$ cat src/rtl/vcve2_vrf_mem.sv
// vcve2_vrf_mem: word-addressed vector register file storage shared by the vrf and lsu requesters
module vcve2_vrf_mem #(
  parameter int unsigned VLEN        = 128,
  parameter int unsigned NumRegs     = 32,
  parameter int unsigned ReadLatency = 1,
  parameter logic [31:0] BaseAddr    = 32'h0
) (
  input  logic        clk_i,
  input  logic        rst_i,
  input  logic        vrf_req_i,
  output logic        vrf_gnt_o,
  input  logic [31:0] vrf_addr_i,
  input  logic        vrf_we_i,
  input  logic [3:0]  vrf_be_i,
  input  logic [31:0] vrf_wdata_i,
  output logic        vrf_rvalid_o,
  output logic [31:0] vrf_rdata_o,
  output logic        vrf_err_o,
  input  logic        lsu_req_i,
  output logic        lsu_gnt_o,
  input  logic [31:0] lsu_addr_i,
  input  logic        lsu_we_i,
  input  logic [3:0]  lsu_be_i,
  input  logic [31:0] lsu_wdata_i,
  output logic        lsu_rvalid_o,
  output logic [31:0] lsu_rdata_o,
  output logic        lsu_err_o
);
  localparam int unsigned Words = NumRegs * VLEN / 32;
  localparam int unsigned AW    = $clog2(Words);
  localparam logic [31:0] Bytes = 32'(Words * 4);
  localparam int unsigned L     = ReadLatency - 1;

  logic            prio_lsu;
  logic            go;
  logic [31:0]     addr;
  logic [31:0]     off;
  logic [31:0]     wdata;
  logic            we;
  logic [3:0]      be;
  logic            err;
  logic [AW-1:0]   idx;
  logic [31:0]     mem [Words];
  logic            pv [ReadLatency];
  logic            pp [ReadLatency];
  logic            pe [ReadLatency];
  logic [31:0]     pd [ReadLatency];

  // the non-priority port only wins when the priority port is idle; nothing is granted in reset
  assign vrf_gnt_o = !rst_i && vrf_req_i && (!lsu_req_i || !prio_lsu);
  assign lsu_gnt_o = !rst_i && lsu_req_i && (!vrf_req_i || prio_lsu);
  assign go    = vrf_gnt_o || lsu_gnt_o;
  assign addr  = lsu_gnt_o ? lsu_addr_i  : vrf_addr_i;
  assign wdata = lsu_gnt_o ? lsu_wdata_i : vrf_wdata_i;
  assign we    = lsu_gnt_o ? lsu_we_i    : vrf_we_i;
  assign be    = lsu_gnt_o ? lsu_be_i    : vrf_be_i;
  assign off   = addr - BaseAddr;
  assign err   = |off[1:0] || addr < BaseAddr || off >= Bytes;
  assign idx   = off[AW+1:2];

  // priority flips only on contended cycles, handing it to the loser
  always_ff @(posedge clk_i) begin
    if (rst_i) prio_lsu <= 1'b0;
    else if (vrf_req_i && lsu_req_i) prio_lsu <= !prio_lsu;
  end

  // byte-masked array write; erroneous transfers never touch the array
  always_ff @(posedge clk_i) begin
    if (go && we && !err)
      for (int i = 0; i < 4; i++)
        if (be[i]) mem[idx][8*i +: 8] <= wdata[8*i +: 8];
  end

  // fixed-latency response pipeline tagged with the originating port
  always_ff @(posedge clk_i) begin
    if (rst_i) begin
      for (int i = 0; i < int'(ReadLatency); i++) begin
        pv[i] <= 1'b0;
        pp[i] <= 1'b0;
        pe[i] <= 1'b0;
        pd[i] <= '0;
      end
    end else begin
      pv[0] <= go;
      pp[0] <= lsu_gnt_o;
      pe[0] <= go && err;
      pd[0] <= (go && !we && !err) ? mem[idx] : '0;
      for (int i = 1; i < int'(ReadLatency); i++) begin
        pv[i] <= pv[i-1];
        pp[i] <= pp[i-1];
        pe[i] <= pe[i-1];
        pd[i] <= pd[i-1];
      end
    end
  end

  assign vrf_rvalid_o = !rst_i && pv[L] && !pp[L];
  assign lsu_rvalid_o = !rst_i && pv[L] && pp[L];
  assign vrf_rdata_o  = vrf_rvalid_o ? pd[L] : '0;
  assign lsu_rdata_o  = lsu_rvalid_o ? pd[L] : '0;
  assign vrf_err_o    = vrf_rvalid_o && pe[L];
  assign lsu_err_o    = lsu_rvalid_o && pe[L];
endmodule

$ cat config.mk
export PLATFORM = sky130hd
export DESIGN_NAME = vcve2_vrf_mem
export DESIGN_NICKNAME = d
export VERILOG_FILES = /design/src/rtl/vcve2_vrf_mem.sv
export SDC_FILE = /design/constraint.sdc
export NUM_CORES = 2
export LEC_CHECK = 0
export BUFFER_PORTS_ARGS = -buffer_cell sky130_fd_sc_hd__clkbuf_2
export CELL_PAD_IN_SITES_DETAIL_PLACEMENT = 0
export CELL_PAD_IN_SITES_GLOBAL_PLACEMENT = 1
export CORE_ASPECT_RATIO = 0.6
export CORE_MARGIN = 4
export CORE_UTILIZATION = 49
export DETAILED_ROUTE_END_ITERATION = 16
export PLACE_DENSITY = 0.72
export SLEW_MARGIN = 20
export SYNTH_ARGS = -nofsm -noshare
export SYNTH_HDL_FRONTEND = slang
export SYNTH_MEMORY_MAX_BITS = 65536
export SYNTH_SLANG_ARGS = --single-unit
$ cat constraint.sdc
create_clock -name clk_i -period 3.9 [get_ports clk_i]
set_clock_uncertainty 0.2 [all_clocks]
set_input_delay 0 -clock clk_i [delete_from_list [all_inputs] [get_ports clk_i]]
set_output_delay 0 -clock clk_i [all_outputs]
set_load 0.005 [all_outputs]
; ---- Word level (Yosys, flattened, before mapping)
; Memory sizes are Yosys's and may differ from the RTL's.
; Index checks and enable logic that the tools add are counted.
[totals]
input_bits = 142
word_cells = 70
ff_bits = 1
memories = 5
mem_bits_rw = 4131
output_inout_bits = 70
[op_classes]
order_cmp = 2
n_reduce_logical = 32
n_mux = 30
[memory_table]
columns = name, words, word_bits, rd, rd_clocked_by_memory_dff, write_ports, line_no
row1 = mem, 128, 32, 1, 0, 1, 43  ; logic [31:0] mem [Words];
row2 = pd, 1, 32, 1, 0, 1, 47  ; logic [31:0] pd [ReadLatency];
row3 = pe, 1, 1, 1, 0, 1, 46  ; logic pe [ReadLatency];
row4 = pp, 1, 1, 1, 0, 1, 45  ; logic pp [ReadLatency];
row5 = pv, 1, 1, 1, 0, 1, 44  ; logic pv [ReadLatency];
[op_table]
columns = operator, n
row1 = $mux W32, 6
row2 = $ge A32 B10 Y1 const B, 1
row3 = $lt A32 B1 Y1 const B, 1
row4 = $reduce_or A32 Y1, 1
row5 = $mux W1, 23
row6 = $logic_and A1 B1 Y1, 15
row7 = $logic_not A1 Y1, 7
row8 = $logic_or A1 B1 Y1, 5
row9 = $mux W4, 1
row10 = $reduce_or A1 Y1, 3
row11 = $reduce_or A2 Y1, 1

; ---- Depth between registers and ports, before layout
[logic_depth]
ltp_word = 11
mapped_depth = 13
mapped_depth_nobuf = 9

; ---- Worst setup path after synthesis
; Ideal clock, no wire load.
[synth_timing]
path_kind = register to register
start = register prio_lsu
end = memory mem[0][10], data pin
n_path_buf = 4
setup_time_ps = 511
t_arrival_ps = 3083
path_slack_ps = 106
synth_period_minus_slack_ps = 3794
t_required_ps = 3189
stages_incl_launch_ff = 9
cell_sequence = dfxtp_1 nand2b_1 nand2_2 buf_6 buf_4 clkbuf_1 buf_1 nand2_1 nand2_1
[synth_via]
elab_chain_cells = 3
[synth_rtl]
columns = item, line_no
row1 = from (decl), 34  ; logic prio_lsu;
row2 = from (signal assigned), 64  ; else if (vrf_req_i && lsu_req_i) prio_lsu <= !prio_lsu;
row3 = $logic_or A1 B1 Y1, 51  ; assign lsu_gnt_o = !rst_i && lsu_req_i && (!vrf_req_i || prio_lsu);
row4 = $logic_and A1 B1 Y1, 51
row5 = $mux W32, 54  ; assign wdata = lsu_gnt_o ? lsu_wdata_i : vrf_wdata_i;
row6 = via wdata[10], 38  ; logic [31:0] wdata;
row7 = to (decl), 43
; The timed path passes the listed nets, and every way through them passes these cells.

; ---- Final worst setup path
[layout_timing]
start = register prio_lsu
end = memory pd[0][13]
[layout_via]
elab_chain_cells = 10
elab_cells_between_ends = 20
classes_between = 2 x order compare / 4 x mux / 13 x reduce/logical / 1 x memory
[layout_rtl]
columns = item, line_no
row1 = $logic_or A1 B1 Y1, 51
row2 = $logic_and A1 B1 Y1, 51
row3 = $mux W32, 53  ; assign addr = lsu_gnt_o ? lsu_addr_i : vrf_addr_i;
row4 = $lt A32 B1 Y1 or $reduce_or A2 Y1 (tied branches), 58  ; assign err = |off[1:0] || addr < BaseAddr || off >= Bytes;
row5 = $logic_or A1 B1 Y1 (2 in series), 58
row6 = $logic_not A1 Y1, 87  ; pd[0] <= (go && !we && !err) ? mem[idx] : '0;
row7 = $logic_and A1 B1 Y1, 87
row8 = $mux W32 (*), 87
row9 = $mux W32 (no line) (*), n/a
row10 = to (decl), 47
; Mark *: on every way between the ends. The rest lies on a longest branch, timed or not.

==> flow_summary.toml <==
[logic_synthesis]
synth_top_area_share_pct = 75.62
yosysWarnings = 0
synth_cell_types = 54
yosys_most_used_dff = "edfxtp_1"
synth_nets = 10400
synth_cells = 10260
yosysMostFrequentCell = "edfxtp_1"
syn_area_um2 = 162600
syn_avg_cell_area_um2 = 15.85
async_reset_ff_share_pct = 0
yosys-top-cells-count = "edfxtp_1 (4096), mux2i_1 (1252), nand2_1 (1161), nor2_1 (528), clkbuf_1 (461)"
netlist_top_cells_area = "edfxtp_1 (76%), mux2i_1 (7.7%), nand2_1 (2.7%)"
ys_seq_elements = 4132
synth_edf_count = 4096
yosysTopAreaCell = "edfxtp_1"
yosysSeqAreaShare_pct = 76.07

[critical_path]
critPathRequiredTime_ns = 4.46
worstSetupStartpoint = "prio_lsu"
r2r_end = "pd[0][13]"
r2r-start = "prio_lsu"
critPathKind = "reg2reg"
crit_arrival_ns = 4.48
crit_fanout = 12
timing.reg2reg.worst_path_depth = 12
end_kind = "flip-flop"
startpoint_type = "flip-flop"
r2r_setup_slack_ns = -0.01

[pwr]
finalPower_mw = 93.61
p_leak_nw = 66.43
p_per_area_nw_per_um2 = 485.5
ir_drop_uv = 351.8

[worst_hold_path]
hold_path_end = "mem[120][15]"
hold_start = "vrf_wdata_i[15]"
whs_path_depth = 4
worstHoldPathType = "in2reg"

[layout]
drive_gt1_share_pct = 18.46
syn_to_final_growth_pct = 18.54
fillers = 24850
utilization_pct = 58.50
fin_area_um2 = 192800
fin_nets = 11660

[grt]
groute.usage.overall_pct = 29.02
grt_max_degree = 129
grt_use_met1_pct = 43.81
antenna_found_initial = 52
first_global_vias = 94950
globalRouteMet2Util_pct = 38.46
grt_pass1_wl_mm = 708.1
grt.busiest_layer = "met1"
grt-ovfl-total = 0
use_met3_pct = 11.79

[timing]
postLayoutSetupSlackWorst_ns = -0.01347
slew-limit-headroom_pct = 23.36
fin_hold_ws_ns = -0.008990
fmax_mhz = 255.5
setup_viol = 1
final-hold-violation-count = 3
period_needed_ns = 3.913
maxSlewViolCount = 0
rsz0062_at_grt = "yes"
tightest_slew_ns = 1.150
fin_crit_sh_pct = 100.3

[clock_network]
clock-sinks = 4132
htreeDepth = 5
cts_buffer_depth = 4
cts_buffers = 370
cts_tree = "built"
cts_root_buffer = "clkbuf_16"
path_clk_slew_ns = 0.07
clk_latency_ns = 0.95

[status]
status = "finished with violations"
violations = "negative hold slack, negative setup slack"

[drt]
first_iter_violations = 14240
via_per_inst = 6.246
avgRoutedWirePerCell_um = 31.29
post-route-drc-count = 0
ant_nets = 0
drt_pass1_iterations = 6
routed-via-count = 101200
drt-total-wl_mm = 507.0

[placed_design]
port_buffers = 211
gp_congestion = 0.9145
place_area_um2 = 178400
dp_hpwl_mm = 340.3

[die]
die_x_um = 751.8
start_util_pct = 49.35
chipHeight_um = 454.3
placementRows = 163
coreArea_um2 = 329600
dieArea_um2 = 341500
ios = 212

[job]
drv_cap = 0
## how the worst max path moves through the flow
stage,end,slack [ns],cells past startpoint
final,pd[0][13],-0.01,12
after global routing,pd[0][6],-0.02,12
after CTS,pd[0][22],0.002,13
after detailed placement,pd[0][8],-0.81,13
after global placement,pd[0][13],-0.83,12
after floorplan,mem[0][10],0.11,8
## cell usage in the layout, fill, tap and decap left out, types with 62 or more instances in the layout
cell type and instances:
a211oi_1 321, a21oi_1 68, a31oi_1 96, a32oi_1 191, and2_1 66, and3_1 352
buf_12 191, buf_4 1050, clkbuf_1 75, clkbuf_16 378, clkbuf_2 211, clkinv_2 79
dlygate4sd3_1 121, edfxtp_1 4096, mux2i_1 1248, nand2_1 1124, nand3_1 237, nor2_1 507
nor4_1 62, o21ai_0 128, o22a_1 128, o22ai_1 384
## cell families after synthesis
family | count (synthesis) | synth area share, %
XOR/XNOR | 1 | 0.005386
flip-flops | 4132 | 76.07
AND/OR/NAND/NOR | 2513 | 6.918
multiplexers | 1255 | 7.726
buffers and inverters | 735 | 1.919
AO/OA/AOI/OAI | 1624 | 7.367
## through the flow
step / instances / setup slack [ns] / setup TNS [ns] / hold WS (ns)
finish: 16210 / -0.01347 / -0.01347 / -0.008990
global route: 16190 / -0.02497 / -0.02533 / 0.03127
CTS: 16180 / 0.001558 / 0 / 0.004179
detailed placement: 15360 / -0.8113 / -8.700 / 0.1037
global placement: 15360 / -0.8269 / -8.945 / 0.09880
floorplan: 10260 / 0.1055 / 0 / -0.1701
## area by class of cell
cell class	instances	area (µm²)	share of cell area (%)
Sequential cell	4132	123700	64.17
Clock inverter	212	2152	1.116
Clock buffer	458	9798	5.082
Tap cell	4372	5470	2.837
Inverter	7	28.78	0.01493
Timing Repair Buffer	1613	14790	7.670
Multi-Input combinational cell	5393	36800	19.08
Antenna cell	19	47.55	0.02466
## sequential cells by signal, indices dropped and copies added (netlist names)
register,flops
mem,4096
pd,32
pe,1
pp,1
prio_lsu,1
pv,1
## power by group
| part | switching (mW) | internal (mW) |
|---|---|---|
| registers | 0.00137 | 49.2 |
| logic | 5.07 | 2.49 |
| clock network | 16.4 | 20.5 |
| total | 21.4 | 72.2 |
## timing repair
item | 4_1_cts | 5_1_grt
hold buffers | 140 | 1
hold endpoints to repair | 4329 | 128
setup buffers | 14 | 3
setup endpoints to repair | 104 | 337
cloned | 4 | 1
resized for setup | 42 | 62
pin swaps | 7 | 6
## layer usage
| metal | vias to the layer above | part of all wire (%) | routed length [µm] |
|---|---|---|---|
| met5 | - | 0.066 | 336 |
| met4 | 32 | 2.9 | 14730 |
| met3 | 690 | 15 | 75710 |
| met2 | 6024 | 40 | 203100 |
| met1 | 51500 | 42 | 213100 |
| li1 | 42970 | - | - |
## critical path: stages (launching register included)
cell	delay [ns]
dfxtp_1	0.32
buf_4	0.14
and2b_4	0.31
o21ai_4	0.11
nand2_8	0.20
buf_16	0.25
buf_6	0.21
mux2i_1	0.26
o22ai_1	0.19
or4_4	0.61
a2111oi_4	0.60
buf_4	0.21
o221ai_1	0.10
Note: power is estimated with default switching activity, not from simulation.
